## config.mk

```make
export PLATFORM = sky130hd
export DESIGN_NAME = arb_rr8_hold
export DESIGN_NICKNAME = d
export VERILOG_FILES = /design/src/rtl/arb_rr8_hold.sv
export SDC_FILE = /design/constraint.sdc
export NUM_CORES = 1
export LEC_CHECK = 0
export BUFFER_PORTS_ARGS = -buffer_cell sky130_fd_sc_hd__buf_2
export CAP_MARGIN = 20
export CORE_MARGIN = 4
export CORE_UTILIZATION = 59
export DETAILED_ROUTE_END_ITERATION = 12
export PLACE_DENSITY = 0.87
export SETUP_SLACK_MARGIN = 0.02
export SLEW_MARGIN = 40
export SYNTH_ARGS = -nofsm -noshare
export SYNTH_HDL_FRONTEND = slang
export SYNTH_SLANG_ARGS = --single-unit
```

## constraint.sdc

```tcl
create_clock -name clk -period 10.4 [get_ports clk]
set_input_delay 2.08 -clock clk [delete_from_list [all_inputs] [get_ports clk]]
set_output_delay 2.08 -clock clk [all_outputs]
set_load 0.01 [all_outputs]
```

## src/rtl/arb_rr8_hold.sv

```systemverilog
// Eight-way round-robin arbiter with a bounded hold time.
// A granted requester keeps the grant while it holds req, but once it has
// held for MAX_HOLD cycles and someone else is waiting, the grant rotates.
// All outputs are registered; req only reaches grant through the next edge.
module arb_rr8_hold #(
  parameter int unsigned MAX_HOLD = 4
) (
  input  logic       clk,
  input  logic       rst,
  input  logic [7:0] req,
  output logic [7:0] grant,
  output logic [2:0] grant_id,
  output logic       grant_valid,
  output logic       grant_new
);

  localparam logic [3:0] HOLD_MAX = 4'(MAX_HOLD);

  typedef enum logic {IDLE, BUSY} state_t;

  state_t     state_reg, state_next;
  logic [2:0] ptr_reg, ptr_next;
  logic [3:0] hold_cnt_reg, hold_cnt_next;
  logic [7:0] grant_reg, grant_next;
  logic [2:0] id_reg, id_next;
  logic       valid_reg, valid_next;
  logic       new_reg, new_next;

  // Search inputs: from IDLE we scan all requests from ptr; from BUSY we
  // scan everyone except the current holder, starting just past it.
  logic [2:0] next_start;
  logic [2:0] search_start;
  logic [7:0] cand;
  logic [2:0] win_id;
  logic       win_any;
  logic [7:0] win_onehot;

  // First set bit of c at or after s, wrapping mod 8. Scanning downwards
  // lets the last hit (the closest one to s) win without a found flag.
  function automatic logic [2:0] pick(input logic [7:0] c, input logic [2:0] s);
    logic [2:0] r;
    logic [2:0] idx;
    r = s;
    for (int i = 7; i >= 0; i--) begin
      idx = s + 3'(i);
      if (c[idx]) r = idx;
    end
    return r;
  endfunction

  assign next_start   = id_reg + 3'd1;
  assign search_start = (state_reg == IDLE) ? ptr_reg : next_start;
  assign cand         = (state_reg == IDLE) ? req : (req & ~grant_reg);
  assign win_any      = |cand;
  assign win_id       = pick(cand, search_start);

  generate
    for (genvar gi = 0; gi < 8; gi++) begin : g_onehot
      assign win_onehot[gi] = (win_id == 3'(gi));
    end
  endgenerate

  // Next-state and next-output logic for the IDLE/BUSY controller.
  always_comb begin
    state_next    = state_reg;
    ptr_next      = ptr_reg;
    hold_cnt_next = hold_cnt_reg;
    grant_next    = grant_reg;
    id_next       = id_reg;
    valid_next    = valid_reg;
    new_next      = 1'b0;
    case (state_reg)
      IDLE: begin
        if (win_any) begin
          state_next    = BUSY;
          grant_next    = win_onehot;
          id_next       = win_id;
          valid_next    = 1'b1;
          new_next      = 1'b1;
          hold_cnt_next = 4'd1;
        end
      end
      BUSY: begin
        if (!req[id_reg]) begin
          // Release: move the pointer past the holder and hand over in the
          // same edge if anyone else is asking.
          ptr_next = next_start;
          if (win_any) begin
            grant_next    = win_onehot;
            id_next       = win_id;
            new_next      = 1'b1;
            hold_cnt_next = 4'd1;
          end else begin
            state_next    = IDLE;
            grant_next    = 8'h00;
            id_next       = 3'd0;
            valid_next    = 1'b0;
            hold_cnt_next = 4'd0;
          end
        end else if ((hold_cnt_reg == HOLD_MAX) && win_any) begin
          // Preemption: holder used up its budget and others are waiting.
          ptr_next      = next_start;
          grant_next    = win_onehot;
          id_next       = win_id;
          new_next      = 1'b1;
          hold_cnt_next = 4'd1;
        end else if (hold_cnt_reg < HOLD_MAX) begin
          hold_cnt_next = hold_cnt_reg + 4'd1;
        end
      end
      default: begin
        state_next = IDLE;
      end
    endcase
  end

  // State and output registers; reset clears everything asynchronously.
  always_ff @(posedge clk or posedge rst) begin
    if (rst) begin
      state_reg    <= IDLE;
      ptr_reg      <= 3'd0;
      hold_cnt_reg <= 4'd0;
      grant_reg    <= 8'h00;
      id_reg       <= 3'd0;
      valid_reg    <= 1'b0;
      new_reg      <= 1'b0;
    end else begin
      state_reg    <= state_next;
      ptr_reg      <= ptr_next;
      hold_cnt_reg <= hold_cnt_next;
      grant_reg    <= grant_next;
      id_reg       <= id_next;
      valid_reg    <= valid_next;
      new_reg      <= new_next;
    end
  end

  assign grant       = grant_reg;
  assign grant_id    = id_reg;
  assign grant_valid = valid_reg;
  assign grant_new   = new_reg;

endmodule
```

==> After elaboration in Yosys (flattened, before gate mapping) <==
Cells that the tools add are included.
{ "totals": {"elab_cells": 106, "input_bits": 10, "output_inout_bits": 13, "regBits": 21} }
{ "classes": {"eq_ne": 14, "magnitude_cmp": 10, "n_addsub": 9, "muxes": 56, "n_reduce_logical": 7, "n_bitwise": 3} }
{ "op_table": {"columns": ["operator", "n"], "rows": [
  ["2-to-1 mux 3 bit", 15],
  ["2-to-1 mux 8 bit", 5],
  ["< comparator 3 x 4 -> 1 bit (second input constant)", 9],
  ["binary-select mux 1 bit (select 3 bit)", 9],
  ["2-to-1 mux 1 bit", 17],
  ["2-to-1 mux 4 bit", 4],
  ["one-hot mux 8 bit (2 select lines)", 1],
  ["adder 3 bit (second input constant)", 4],
  ["== test 3 bit (second input constant)", 4],
  ["bitwise AND 8 bit", 1],
  ["NOT 8 bit", 1],
  ["one-hot mux 4 bit (2 select lines)", 1],
  ["OR reduction 8 bit", 1],
  ["adder 3 x 1 -> 3 bit (second input constant)", 2],
  ["adder 3 x 2 -> 3 bit (second input constant)", 2],
  ["== test 3 x 2 -> 1 bit (second input constant)", 2],
  ["inequality test 2 bit (second input constant)", 3],
  ["one-hot mux 1 bit (2 select lines)", 3],
  ["one-hot mux 3 bit (2 select lines)", 1],
  ["AND reduction 2 bit", 3],
  ["adder 4 x 1 -> 4 bit (second input constant)", 1],
  ["== test 4 x 3 -> 1 bit (second input constant)", 1],
  ["< comparator 4 x 3 -> 1 bit (second input constant)", 1],
  ["inequality test 4 x 2 -> 1 bit (second input constant)", 1],
  ["7 further kinds", 7]
]} }

==> Logic depth before layout (Yosys ltp) <==
Gate-level depths: netlist of the first run.
{ "depth": {"ltp_word": 17, "mapped_depth": 15, "mapped_depth_nobuf": 12} }

==> Worst setup path after synthesis of the first run <==
OpenSTA, ideal clock, no wires.
{ "synth_timing": {"path_kind": "in2reg", "start": "in req[4]", "end": "reg grant_reg[2], in the netlist grant[2]", "cell_stages": 9, "t_required_ns": 10.278, "path_slack_ns": 6.040, "setup_time_ns": 0.122, "arrival_time_ns": 4.238, "path_buffers": 0, "path_cell_list": "a21boi_0 inv_1 mux4_2 nor2_2 mux4_2 a21oi_1 or4_1 and3_4 a32o_1"} }
{ "synth_between": {"elab_chain_len": 16, "word_cells_on_any_way": 39, "cone_classes": "3 x eq/ne; 32 x mux; 1 x bitwise; 3 x reduce/logical"} }
{ "synth_lines": {"columns": ["item", "line", "text"], "rows": [
  ["start, declared", "10", "input logic [7:0] req,"],
  ["bitwise AND 8 bit", "53", "assign cand = (state_reg == IDLE) ? req : (req & ~grant_reg);"],
  ["2-to-1 mux 8 bit", "53", null],
  ["binary-select mux 1 bit (select 3 bit)", "46", "if (c[idx]) r = idx;"],
  ["2-to-1 mux 1 bit (not written as such)", "46", null],
  ["2-to-1 mux 3 bit (8 in a row)", "46", null],
  ["== test 3 x 2 -> 1 bit", "59", "assign win_onehot[gi] = (win_id == 3'(gi));"],
  ["2-to-1 mux 8 bit (on tied branches)", "88, 100", null],
  ["2-to-1 mux 8 bit", "84", "if (!req[id_reg]) begin"],
  ["one-hot mux 8 bit (2 select lines)", "72", "case (state_reg)"],
  ["end signal, assigned", "131", "grant_reg <= grant_next;"],
  ["end, declared", "24", "logic [7:0] grant_reg, grant_next;"]
]} }
Parallel ways exist; a longest one is shown, timed or not. The select of a mux whose other input is x is not followed.
A chain may end at the register's enable or synchronous reset.

==> Worst setup path in the final report of the first run <==
{ "layout_timing": {"start": "in req[2]", "end": "reg grant_reg[4], in the netlist grant[4]"} }
{ "layout_between": {"elab_chain_len": 16, "word_cells_on_any_way": 39, "cone_classes": "3 x eq/ne; 32 x mux; 1 x bitwise; 3 x reduce/logical"} }
{ "layout_lines": {"columns": ["item", "line"], "rows": [
  ["bitwise AND 8 bit", "53"],
  ["2-to-1 mux 8 bit", "53"],
  ["binary-select mux 1 bit (select 3 bit)", "46"],
  ["2-to-1 mux 1 bit (not written as such)", "46"],
  ["2-to-1 mux 3 bit (8 in a row)", "46"],
  ["== test 3 bit", "59"],
  ["2-to-1 mux 8 bit (on tied branches)", "88, 100"],
  ["2-to-1 mux 8 bit", "84"],
  ["one-hot mux 8 bit (2 select lines)", "72"]
]} }
Parallel ways exist; a longest one is shown, timed or not. The select of a mux whose other input is x is not followed.

==> reports/metrics.csv, run 1 <==
metric;value;unit
status;complete, no violations;
clk_lat worst skew;320;ps
Synth async-reset ratio;100;%
total number of vias;1941;
Main synth FF type;dfrtp_1;
post-detailed-route count of antenna-violating nets;0;
Post-Syn Instances;229;
PortBufs;22;
die height;67.0;µm
Layout Nets;260;
cell taking the most area after synthesis;dfrtp_1;
Worst setup SP type;input pin;
wire per inst;18.0;µm
Initial Util;61.6;%
CP peak stage delay;550;ps
core area;3340;µm²
synth top area cells;dfrtp_1, mux4_2, mux2i_1;
syn nets;243;
GR Overflow Total;0;
DRT Wirelength;5250;µm
H-tree levels;1;
DIE WIDTH;67.0;µm
router iterations before antenna repair;4;
number of flip-flops in the largest register;8;
synthesized flop and latch total;21;
share of the synthesized area in the top cell type;25.6;%
Final setup viols;0;
Worst Path Arrival;4930;ps
worst path bufs/invs;1;
vias in the first global route;1856;
Mean Syn Cell Area;8.97;µm²
GRT Resource Usage Total;25.7;%
pin count of the biggest net entering global routing;28;
critical-path cell list;buf_2 -> a21boi_0 -> mux2i_1 -> mux2i_1 -> nor2b_1 -> mux4_2 -> a21oi_1 -> or4_1 -> nand3_1 -> o31ai_1;
TritonCTS clock tree;built;
Die ar.;4490;µm²
post-route DRC violation count;0;
routability cong.;0.954;
Worst Setup Path Type;input pin to flip-flop;
critical-path maximum fanout;6;
clock sink count;21;
I/O Pins;23;
CTS hold repair buffers;0;
setup_tns;0;ps
first-pass GRT wire length;8910;µm
synth unique cells;57;
hold crit path type;flip-flop to flip-flop;
fraction of layout cells with a size suffix above 1;25.3;%
slowest CP cell;a21boi_0;
period utilisation layout;45.5;%
Rel. slew slack;45.3;%
Critical Path RT;10600;ps
post-cts sizing count;0;
Crit path max-delay family;multiplexers;
RSZ-0062 raised after global routing;false;
Filler Cell Count;285;
Post-DP HPWL;4030;µm
Max Buffers Root-to-Sink;2;
area grow syn2layout;6.82;%
Crit path top cell by count;mux2i_1;
max-cap violation count;0;
initial antenna violation count;0;
final number of max-transition violations;0;
post-synthesis cell area;2050;µm²
CTS clk-pin slew, worst paths;120;ps
minimum clock period;4730;ps
critical path endpoint category;flip-flop;
antenna diode count;0;
Post-synth EDFFs;0;
Iteration-0 DRC Markers;184;
CTS buffer count;3;
drt via density;6.67;
postcts setup bufs;0;
Least-Margin Pin Slew;805;ps
yosys warns;0;
root buffer cell;clkbuf_4;
final hold vios;0;
FMAX;212;MHz
worst clock skew;8.76;ps
sequential area share after synthesis;25.6;%
FP Rows;21;
final timing paths:
kind | startpoint | end | slack (ps) | cells past startpoint
min in group asynchronous | rst | grant_new | 1760 | 2
max in group asynchronous | rst | state_reg | 8270 | 2
min reg2reg | hold_cnt_reg[3] | hold_cnt_reg[3] | 540 | 1
max reg2reg | grant_id[0] | grant[4] | 5930 | 11
min | hold_cnt_reg[3] | hold_cnt_reg[3] | 540 | 1
max | req[2] | grant[4] | 5670 | 10
kinds of logic after synthesis:
| logic type | count (synthesis) | synth area share [%] |
|---|---|---|
| DFF | 21 | 25.6 |
| muxes | 31 | 20.8 |
| adders and majority gates | 4 | 2.44 |
| buffers and inverters | 19 | 4.99 |
| AOI/OAI and AO/OA | 72 | 26.6 |
| xor gates and xnor gates | 3 | 1.28 |
| and+or+nand+nor | 79 | 18.4 |
worst reg2reg max path, delay by kind of cell, from the launching register on:
| family | cells | cell delay [ps] |
|---|---|---|
| buffers and inverters | 1 | 360 |
| muxes | 3 | 1570 |
| and+or+nand+nor | 3 | 520 |
| adders and majority gates | 2 | 860 |
| DFF | 1 | 500 |
| AOI/OAI and AO/OA | 2 | 540 |
through the flow:
stage	hold slack [ps]	instances	cell area (µm²)	util, %	setup WS (ps)
finish	539	291	2190	65.8	5670
floorplan	470	229	2050	-	6040
global route	571	291	2190	65.8	5520
detailed placement	509	287	2160	64.8	5480
global placement	498	287	2160	64.7	5520
CTS	543	291	2190	65.7	5750
cell type report:
cell class	instances	area (µm²)	area share, %
Tap cell	46	57.6	2.62
Inverter	8	32.5	1.48
Multi-Input combinational cell	189	1430	65.2
Timing Repair Buffer	23	118	5.36
Clock buffer	3	22.5	1.03
Clock inverter	1	7.51	0.342
Sequential cell	21	527	24.0
layer usage:
metal | track usage, % | share of wire, % | vias up
met5 | 0 | 0 | -
met3 | 3.54 | 7.4 | 16
met2 | 41.0 | 46 | 105
met4 | 7.85 | 2.5 | 0
met1 | 35.8 | 44 | 912
li1 | - | - | 908
synthesized netlist by cell type, drive strengths merged, types with 2 or more instances:
cell    count
a221oi      4
buf         8
inv         8
mux4        8
o21ai      11
nor2       21
nor4        2
a21boi      8
and2        7
a22o        3
ha          4
o211ai      6
o31ai       5
a22oi       2
nor3        3
a32o        5
a21bo       2
xnor2       2
nor2b       3
mux2       10
a21oi      10
clkbuf      3
nand2      29
nand3       8
dfrtp      21
a211oi      5
a31oi       2
mux2i      13
cells in the final DEF (no fill, tap or decap), types with 8 or more instances in the layout:
master    n
dfrtp_1  20
nor2_1   20
o21ai_0   9
buf_2    22
a21oi_1   9
mux4_2    8
mux2_2   10
nand2_1  28
mux2i_1  12
nand3_1   8
Power of run 1 is left out: the tool's default activity adds up to more than one toggle a clock period on the data nets, which glitch-free logic cannot reach.
==> inputs of run 2 (changes only) <==
==> constraint.sdc (replaced) <==
create_clock -name clk -period 4.8 [get_ports clk]
set_input_delay 0.96 -clock clk [delete_from_list [all_inputs] [get_ports clk]]
set_output_delay 0.96 -clock clk [all_outputs]
set_load 0.01 [all_outputs]
==> reports/metrics.csv, run 2 (same netlist as run 1, synthesis figures left out) <==
metric;value;unit;change
routability cong.;0.935;;-2.0%
final hold vios;0;;unchanged
Finished Layout Cells;293;;+0.69%
minimum clock period;3930;ps;
CTS buffer count;3;;unchanged
Rel. slew slack;52.2;%;+7.0 points
vias in the first global route;1822;;-1.8%
first-pass GRT wire length;9070;µm;+1.8%
Post-DP HPWL;4200;µm;+4.2%
status;complete, no violations;;
Initial Util;61.6;%;unchanged
CTS hold repair buffers;0;;unchanged
TritonCTS clock tree;built;;
critical path endpoint category;flip-flop;;
commonest non-fill, non-tap cell in the layout;nand2_1;;
setup_tns;0;ps;unchanged
Worst setup SP type;flip-flop;;
most frequent cells in the layout;nand2_1, buf_2, dfrtp_1;;
root buffer cell;clkbuf_4;;
wire per inst;18.9;µm;+4.6%
Iteration-0 DRC Markers;220;;+20%
H-tree levels;1;;unchanged
critical-path maximum fanout;20;;+14
total number of vias;2033;;+4.7%
DP Cell Count;289;;+0.70%
I/O Pins;23;;unchanged
max-cap violation count;0;;unchanged
postcts setup bufs;0;;unchanged
Die ar.;4490;µm²;unchanged
Final setup viols;0;;unchanged
Worst Path Arrival;4190;ps;-740 ps
clock sink count;21;;unchanged
post-detailed-route count of antenna-violating nets;0;;unchanged
GR Overflow Total;0;;unchanged
Least-Margin Pin Slew;710;ps;-94.8 ps
DRT Wirelength;5530;µm;+5.3%
pin count of the biggest net entering global routing;22;;-21%
antenna diode count;0;;unchanged
Critical Path RT;5050;ps;-5550 ps
period utilisation layout;81.9;%;
PortBufs;22;;unchanged
Filler Cell Count;292;;+2.5%
post-route DRC violation count;0;;unchanged
core area;3340;µm²;unchanged
post-cts sizing count;0;;unchanged
die height;67.0;µm;unchanged
hold crit path type;flip-flop to flip-flop;;
worst clock skew;4.70;ps;-4.06 ps
clk_lat worst skew;310;ps;about the same
CTS clk-pin slew, worst paths;120;ps;about the same
DIE WIDTH;67.0;µm;unchanged
FP Rows;21;;unchanged
drt via density;6.94;;+4.0%
Layout Nets;262;;+0.77%
Max Buffers Root-to-Sink;2;;unchanged
number of flip-flops in the largest register;8;;unchanged
Worst Setup Path Type;flip-flop to flip-flop;;
hold slack final;526;ps;-12.6 ps
GRT Resource Usage Total;26.2;%;+0.56 points
RSZ-0062 raised after global routing;false;;
final number of max-transition violations;0;;unchanged
fraction of layout cells with a size suffix above 1;25.5;%;+0.20 points
initial antenna violation count;0;;unchanged
FMAX;254;MHz;
router iterations before antenna repair;7;;+3
area grow syn2layout;7.31;%;
[run 2: final cells by class]
| cell class | instances | area [µm²] | share of cell area, % |
|---|---|---|---|
| multi-input cells | 189 | 1430 | 64.9 |
| clock buffers | 4 | 26.3 | 1.19 |
| inverters | 8 | 32.5 | 1.48 |
| repair buffers | 25 | 133 | 6.02 |
| flip-flops and latches | 21 | 526 | 23.8 |
| well taps | 46 | 57.6 | 2.61 |
[run 2: path summary, 6_finish.rpt]
kind | from | endpoint | slack [ps] | depth (start not counted)
worst max register to register | grant_id[0] | grant[7] | 870 | 12
worst min register to register | ptr_reg[0] | ptr_reg[0] | 530 | 2
worst max-delay path | grant_id[0] | grant[7] | 870 | 12
max in group asynchronous | rst | grant_id[2] | 3860 | 2
min in group asynchronous | rst | grant_id[1] | 640 | 2
worst min-delay path | ptr_reg[0] | ptr_reg[0] | 530 | 2
[run 2: metrics by stage]
step	setup WS [ps]	utilization, %	area (µm²)
3_3_place_gp	980	65.2	2170
3_5_place_dp	934	65.3	2180
5_1_grt	620	66.1	2200
6_report	868	66.1	2200
2_1_floorplan	1200	-	2050
4_1_cts	906	66.1	2200
[run 2: per-layer routing]
| layer | up-vias | GRT usage [%] | wire [µm] |
|---|---|---|---|
| met3 | 17 | 2.70 | 520 |
| met4 | 0 | 7.85 | 133 |
| met2 | 122 | 41.8 | 2570 |
| met5 | - | 0 | 0 |
| met1 | 981 | 37.3 | 2310 |
| li1 | 913 | - | - |
[run 2: critical path, stage by stage, from the launching register on]
cell	delay [ps]
dfrtp_1	520
ha_1	390
mux2i_2	150
buf_4	230
inv_2	180
ha_1	440
mux4_2	440
nor2b_1	170
mux4_2	500
a32oi_1	160
a21oi_1	100
o21ai_2	350
a32o_1	230
Power of run 2 is left out for the same reason.
